File: src/rtl/ethernet_tx_arbiter.sv
// Round-robin arbiter granting one requester at a time ownership of a shared Ethernet TX buffer.
// Latency: grant one cycle after request while the sender is free; owner writes/sends pass through combinationally.
// Backpressure: arbitration stalls while packet_req_i=0; ownership is dropped on send, abort or idle timeout.
module ethernet_tx_arbiter #(
    parameter int data_width_p = 32,
    parameter int eth_mtu_p    = 2048,
    parameter int num_req_p    = 2,
    parameter int timeout_p    = 4096,
    localparam int psize_w     = $clog2(eth_mtu_p + 1),
    localparam int paddr_w     = $clog2(eth_mtu_p),
    localparam int bytes_lg_w  = ((data_width_p / 8) <= 1) ? 1 : $clog2(data_width_p / 8),
    localparam int size_w      = $clog2(bytes_lg_w + 1)
) (
    input  logic                              clk_i,
    input  logic                              reset_i,

    input  logic [num_req_p-1:0]              req_v_i,
    output logic [num_req_p-1:0]              grant_o,

    input  logic [num_req_p-1:0]              req_packet_send_i,
    input  logic [num_req_p-1:0]              req_wsize_valid_i,
    input  logic [num_req_p*psize_w-1:0]      req_wsize_i,
    input  logic [num_req_p-1:0]              req_wvalid_i,
    input  logic [num_req_p*paddr_w-1:0]      req_waddr_i,
    input  logic [num_req_p*data_width_p-1:0] req_wdata_i,
    input  logic [num_req_p*size_w-1:0]       req_wdata_size_i,

    input  logic                              packet_req_i,
    output logic                              packet_send_o,
    output logic                              packet_wsize_valid_o,
    output logic [psize_w-1:0]                packet_wsize_o,
    output logic                              packet_wvalid_o,
    output logic [paddr_w-1:0]                packet_waddr_o,
    output logic [data_width_p-1:0]           packet_wdata_o,
    output logic [size_w-1:0]                 packet_wdata_size_o,

    output logic [num_req_p-1:0]              timeout_o,
    input  logic [num_req_p-1:0]              timeout_clear_i
);

    localparam int idx_w = $clog2(num_req_p);
    localparam int cnt_w = $clog2(timeout_p + 1);

    typedef enum logic [1:0] {
        ST_IDLE    = 2'd0,
        ST_GRANT   = 2'd1,
        ST_RELEASE = 2'd2
    } state_e;

    state_e               r_state;
    logic [idx_w-1:0]     r_owner;
    logic [idx_w-1:0]     r_rr_ptr;
    logic [num_req_p-1:0] r_grant;
    logic [num_req_p-1:0] r_timeout;
    logic [cnt_w-1:0]     r_idle_cnt;

    logic                 w_found;
    logic [idx_w-1:0]     w_winner;
    logic [idx_w-1:0]     w_next_rr;
    logic                 w_active;
    logic                 w_own_v;
    logic                 w_own_send;
    logic                 w_own_wvalid;
    logic                 w_own_wsize_v;
    logic                 w_own_write;
    logic                 w_idle_hit;
    logic                 w_release;
    logic                 w_timed_out;
    logic [num_req_p-1:0] w_tmo_set;

    function automatic logic [num_req_p-1:0] onehot(input logic [idx_w-1:0] idx);
        logic [num_req_p-1:0] oh;
        for (int i = 0; i < num_req_p; i++) begin
            oh[i] = (i == int'(idx));
        end
        return oh;
    endfunction

    // Round-robin pick: first requester at or after r_rr_ptr, wrapping; lowest offset wins
    always_comb begin
        w_found  = 1'b0;
        w_winner = r_rr_ptr;
        for (int k = num_req_p - 1; k >= 0; k--) begin
            int s;
            s = int'(r_rr_ptr) + k;
            if (s >= num_req_p) begin
                s = s - num_req_p;
            end
            if (req_v_i[s]) begin
                w_found  = 1'b1;
                w_winner = s[idx_w-1:0];
            end
        end
    end

    assign w_active      = (r_state == ST_GRANT);
    assign w_own_v       = req_v_i[r_owner];
    assign w_own_send    = req_packet_send_i[r_owner];
    assign w_own_wvalid  = req_wvalid_i[r_owner];
    assign w_own_wsize_v = req_wsize_valid_i[r_owner];
    assign w_own_write   = w_own_wvalid | w_own_wsize_v;

    // This idle cycle is the one that brings the counter up to timeout_p
    assign w_idle_hit    = (r_idle_cnt >= cnt_w'(timeout_p - 1));

    // A send or a dropped request ends ownership; a send always wins so it is never lost
    assign w_release     = w_active & (w_own_send | ~w_own_v);
    assign w_timed_out   = w_active & ~w_release & ~w_own_write & w_idle_hit;
    assign w_tmo_set     = w_timed_out ? onehot(r_owner) : '0;

    // Previous owner drops to lowest priority
    assign w_next_rr     = (r_owner == idx_w'(num_req_p - 1)) ? '0 : r_owner + 1'b1;

    // Downstream port: owner's inputs muxed through while in GRANT, otherwise held at zero
    always_comb begin
        packet_send_o        = 1'b0;
        packet_wsize_valid_o = 1'b0;
        packet_wsize_o       = '0;
        packet_wvalid_o      = 1'b0;
        packet_waddr_o       = '0;
        packet_wdata_o       = '0;
        packet_wdata_size_o  = '0;
        if (w_active) begin
            packet_send_o        = w_own_send;
            packet_wsize_valid_o = w_own_wsize_v;
            packet_wsize_o       = req_wsize_i[r_owner*psize_w +: psize_w];
            packet_wvalid_o      = w_own_wvalid;
            packet_waddr_o       = req_waddr_i[r_owner*paddr_w +: paddr_w];
            packet_wdata_o       = req_wdata_i[r_owner*data_width_p +: data_width_p];
            packet_wdata_size_o  = req_wdata_size_i[r_owner*size_w +: size_w];
        end
    end

    // Ownership FSM: arbitrate in IDLE, track owner activity in GRANT, one dead cycle in RELEASE
    always_ff @(posedge clk_i or posedge reset_i) begin
        if (reset_i) begin
            r_state    <= ST_IDLE;
            r_owner    <= '0;
            r_rr_ptr   <= '0;
            r_grant    <= '0;
            r_idle_cnt <= '0;
        end else begin
            case (r_state)
                ST_IDLE: begin
                    if (packet_req_i && w_found) begin
                        r_owner    <= w_winner;
                        r_grant    <= onehot(w_winner);
                        r_idle_cnt <= '0;
                        r_state    <= ST_GRANT;
                    end
                end
                ST_GRANT: begin
                    if (w_release || w_timed_out) begin
                        r_state  <= ST_RELEASE;
                        r_grant  <= '0;
                        r_rr_ptr <= w_next_rr;
                    end
                    if (w_own_send || w_own_write) begin
                        r_idle_cnt <= '0;
                    end else if (r_idle_cnt != {cnt_w{1'b1}}) begin
                        r_idle_cnt <= r_idle_cnt + 1'b1;
                    end
                end
                ST_RELEASE: begin
                    r_state <= ST_IDLE;
                end
                default: begin
                    r_state <= ST_IDLE;
                    r_grant <= '0;
                end
            endcase
        end
    end

    // Sticky timeout flags; a new timeout beats a simultaneous clear
    always_ff @(posedge clk_i or posedge reset_i) begin
        if (reset_i) begin
            r_timeout <= '0;
        end else begin
            r_timeout <= (r_timeout & ~timeout_clear_i) | w_tmo_set;
        end
    end

    assign grant_o   = r_grant;
    assign timeout_o = r_timeout;

endmodule

File: config.mk
export PLATFORM = sky130hd
export DESIGN_NAME = ethernet_tx_arbiter
export DESIGN_NICKNAME = d
export VERILOG_FILES = /design/src/rtl/ethernet_tx_arbiter.sv
export SDC_FILE = /design/constraint.sdc
export NUM_CORES = 1
export LEC_CHECK = 0
export CORE_MARGIN = 2
export CORE_UTILIZATION = 34
export CTS_CLUSTER_DIAMETER = 30
export CTS_CLUSTER_SIZE = 28
export DETAILED_ROUTE_END_ITERATION = 7
export GPL_TIMING_DRIVEN = 0
export PLACE_DENSITY = 0.89
export REMOVE_ABC_BUFFERS = 1
export SYNTH_ARGS = -nofsm -noshare
export SYNTH_HDL_FRONTEND = slang
export SYNTH_SLANG_ARGS = --single-unit
File: constraint.sdc
create_clock -name clk_i -period 5 [get_ports clk_i]
set_input_delay 1 -clock clk_i [delete_from_list [all_inputs] [get_ports clk_i]]
set_output_delay 1 -clock clk_i [all_outputs]
set_load 0.03 [all_outputs]
==> summary.md <==
• 80 ps — clock slew at reported path FFs
• 0 — number of cells upsized or downsized after cts
• 0 — Max Cap Viol
• 0 — Syn. warnings
• 100% — FFs w/ async S/R, synth
• 292 MHz — f_max
• 252 — cell count after synthesis
• 22.6% — total routing resource utilization after global routing
• 0.827 — weighted congestion at the end of routability-driven global placement
• 0 — number of failing hold endpoints at the final stage
• 4000 ps — required time reported for the critical path endpoint
• 5.08 — routed via count divided by cell count
• 21 — count of clock tree sinks
• 98.4% — area grow syn2layout
• 29.8% — area fraction of the dominant cell type after synthesis
• 2577 — total via count in the routed design
• 1570 ps — setup ws final
• 8.14 sq um — Synth Area per Inst
• 2 — crit-path max FO
• 4070 sq um — total non-filler cell area in the finished layout
• sky130_fd_sc_hd__mux2i_1, sky130_fd_sc_hd__dfrtp_1, sky130_fd_sc_hd__nor2_1 — top cells by area, synth
• 2404 — number of global-route vias before repair
• r_state[1] — start point of the worst hold path
• 16.0 um — mean routed wirelength per cell
• 0 — final number of max-transition violations
• 0 — diodes inserted
• 1560 ps — post-placement worst setup slack
• 0.00149 W — Total Power
• 190 — number of input and output port buffers inserted
• 0 — number of antenna violations at the first check in global routing
• 3.98 ps — clock tree skew after final layout
• 54 — 1st-iter DRT viols
• built — clock tree from TritonCTS
• 561 — final layout net count
• 21 — number of storage elements in the synthesis netlist
• sky130_fd_sc_hd__clkdlybuf4s50_1 — Critical Path Most Common Cell
• false — setup repair after global routing missed its margin
• r_owner — worst hold path endpoint
• 34.9% — Initial Utilization
• register to register — Hold/Removal Path Class
• 521 uV — highest ir drop seen on vdd
• sky130_fd_sc_hd__clkbuf_8 — root cell of the clock tree
• 68.6% — final clock period utilization by the worst path
• 11800 um — wire length of the first global-routing pass
• 81.7 um — width of the chip
• 8120 um — total wire length
• 0 — CTS hold repair buffers
• 0 — EDFF count, synth
• sky130_fd_sc_hd__mux2i_1 — post-synth top area cell
• input pin — Critical Path Source Type
• 28 — Row Count
• 0 — Final Setup Violations
• 5890 sq um — area of the placeable core
• 1.67 nW — Static Leak
• 3.47% — fraction of layout instances using a drive strength above 1
• 81.7 um — die boundary height
• 6740 um — Detailed Place HPWL
• 260 ps — clock network latency to the later pin of the worst-skew pair
• r_owner — launch instance of the worst register-to-register path
• sky130_fd_sc_hd__dfrtp_1 — Main synth FF type
• sky130_fd_sc_hd__clkdlybuf4s50_1 — standard cell with the maximum stage delay on the critical path
• 39 — number of distinct library cells after synthesis
• 2 — Clock Path Buffers
• grant_o[0] — worst r2r dst
• 0 — drt drc
• sky130_fd_sc_hd__nor2_1 — most numerous cell in the Yosys netlist
• 0 — overall overflow remaining after global route
• 365 nW/um^2 — Pwr per Cell Area
• 25.6% — share of the yosys chip area belonging to registers
• input pin to output pin — worst setup path class
• 512 ps — Hold Worst Slack
• 0 — number of buffers added for setup after CTS
• output pin — crit path capture type
• sky130_fd_sc_hd__nor2_1, sky130_fd_sc_hd__mux2i_1, sky130_fd_sc_hd__dfrtp_1 — Synth top cells by count
• 59 — maximum number of pins on one net before global-route repair
• 4030 sq um — total cell area at the placement stage
• 47.5% — worst-case headroom to the max-slew limit
• clkdlybuf4s50_1 -> mux2i_1 -> nor2_1 -> clkdlybuf4s50_1 — cells along the critical path
• finished, final reports clean — status
• 0 — Antenna Violating Nets Remaining
• 460 — number of fill cells in the layout
• 1 — H-Tree Level Count
• 670 ps — max incr delay on CP
• 3 — number of buffers inserted during clock tree synthesis
• 3430 ps — minimum period implied by the final worst setup slack
• 191 — number of primary I/O pins
• 0 ps — Setup TNS
• 2610 ps — slack of the worst reg-to-reg path
• 4 — TritonRoute pass-1 iters
• 6670 sq um — overall die area
• 1 — hold depth
• 786 ps — actual slew at the worst max-slew pin
• 2430 ps — data arrival at the endpoint of the critical path
• 2050 sq um — mapped cell area
• 6 — worst r2r path cells
sequential cells by signal, summed over array words and instances, names as in the netlist:
name	flops
r_owner	1
r_idle_cnt	13
grant_o	2
timeout_o	2
r_rr_ptr	1
r_state	2
how the worst max path moves through the flow:
stage | startpoint | end | slack [ps] | cells after the start
2_1_floorplan | r_owner | packet_send_o | 1170 | 2
3_3_place_gp | r_owner | packet_wdata_o[8] | 110 | 3
3_5_place_dp | req_wvalid_i[1] | packet_wvalid_o | 1560 | 4
4_1_cts | req_wvalid_i[1] | packet_wvalid_o | 1560 | 4
5_1_grt | req_packet_send_i[1] | packet_send_o | 1520 | 4
6_report | req_wvalid_i[1] | packet_wvalid_o | 1570 | 4
layout make-up:
class | instances | area [sq um] | area share [%]
repair buffers | 192 | 1950 | 47.9
multi-input cells | 206 | 1420 | 34.9
flip-flops and latches | 21 | 529 | 13.0
well taps | 75 | 93.8 | 2.30
clock buffers | 4 | 45.0 | 1.11
inverters | 9 | 33.8 | 0.830
power by group:
group / internal [W] / leakage, nW / switching [W]
sequential: 0.000194 / 0.283 / 0.0000339
clock: 0.0000569 / 0.0228 / 0.0000576
combinational: 0.000521 / 1.36 / 0.000622
total: 0.000772 / 1.67 / 0.000714
per-stage QoR:
stage          utilization (%)  cells
2_1_floorplan                -    236
3_3_place_gp              67.5    501
3_5_place_dp              68.4    503
4_1_cts                   69.2    507
5_1_grt                   69.2    507
6_report                  69.2    507
layout by cell type (no fill, tap or decap), drive strengths merged, types with 2 or more instances in the layout:
| cell | n |
|---|---|
| mux2i | 61 |
| nor2 | 71 |
| nand3 | 2 |
| nand2b | 3 |
| o211ai | 4 |
| o31ai | 4 |
| buf | 2 |
| dfrtp | 21 |
| and2 | 2 |
| clkbuf | 4 |
| and3 | 6 |
| nor2b | 3 |
| inv | 9 |
| o2111ai | 4 |
| nand2 | 8 |
| xnor2 | 2 |
| a21oi | 6 |
| xor2 | 5 |
| and4 | 3 |
| o22ai | 3 |
| o21ai | 6 |
| clkdlybuf4s50 | 190 |
logic make-up (layout without fill, tap and decap cells):
logic type / Yosys count / count (layout) / share of synthesized area (%)
and+or+nand+nor: 103 / 103 / 23.7
muxes: 61 / 61 / 29.8
AOI/OAI and AO/OA: 33 / 33 / 11.6
buffers and inverters: 25 / 205 / 5.30
DFF: 21 / 21 / 25.6
xor gates and xnor gates: 7 / 7 / 2.99
adders and majority gates: 2 / 2 / 1.10
worst max-delay path: cells and delay by family:
kind          cells  cell delay, ps
buf+inv           2            1210
mux               1             110
simple gates      1             100
routing by layer:
| metal | wire length (um) | share of wire [%] | up-vias | GRT usage (%) |
|---|---|---|---|---|
| met3 | 704 | 8.7 | 19 | 4.62 |
| li1 | - | - | 1247 | - |
| met2 | 4290 | 53 | 109 | 43.9 |
| met5 | 0 | 0 | - | 0 |
| met4 | 262 | 3.2 | 0 | 7.33 |
| met1 | 2870 | 35 | 1202 | 24.3 |
Note: power is estimated with default switching activity, not from simulation.
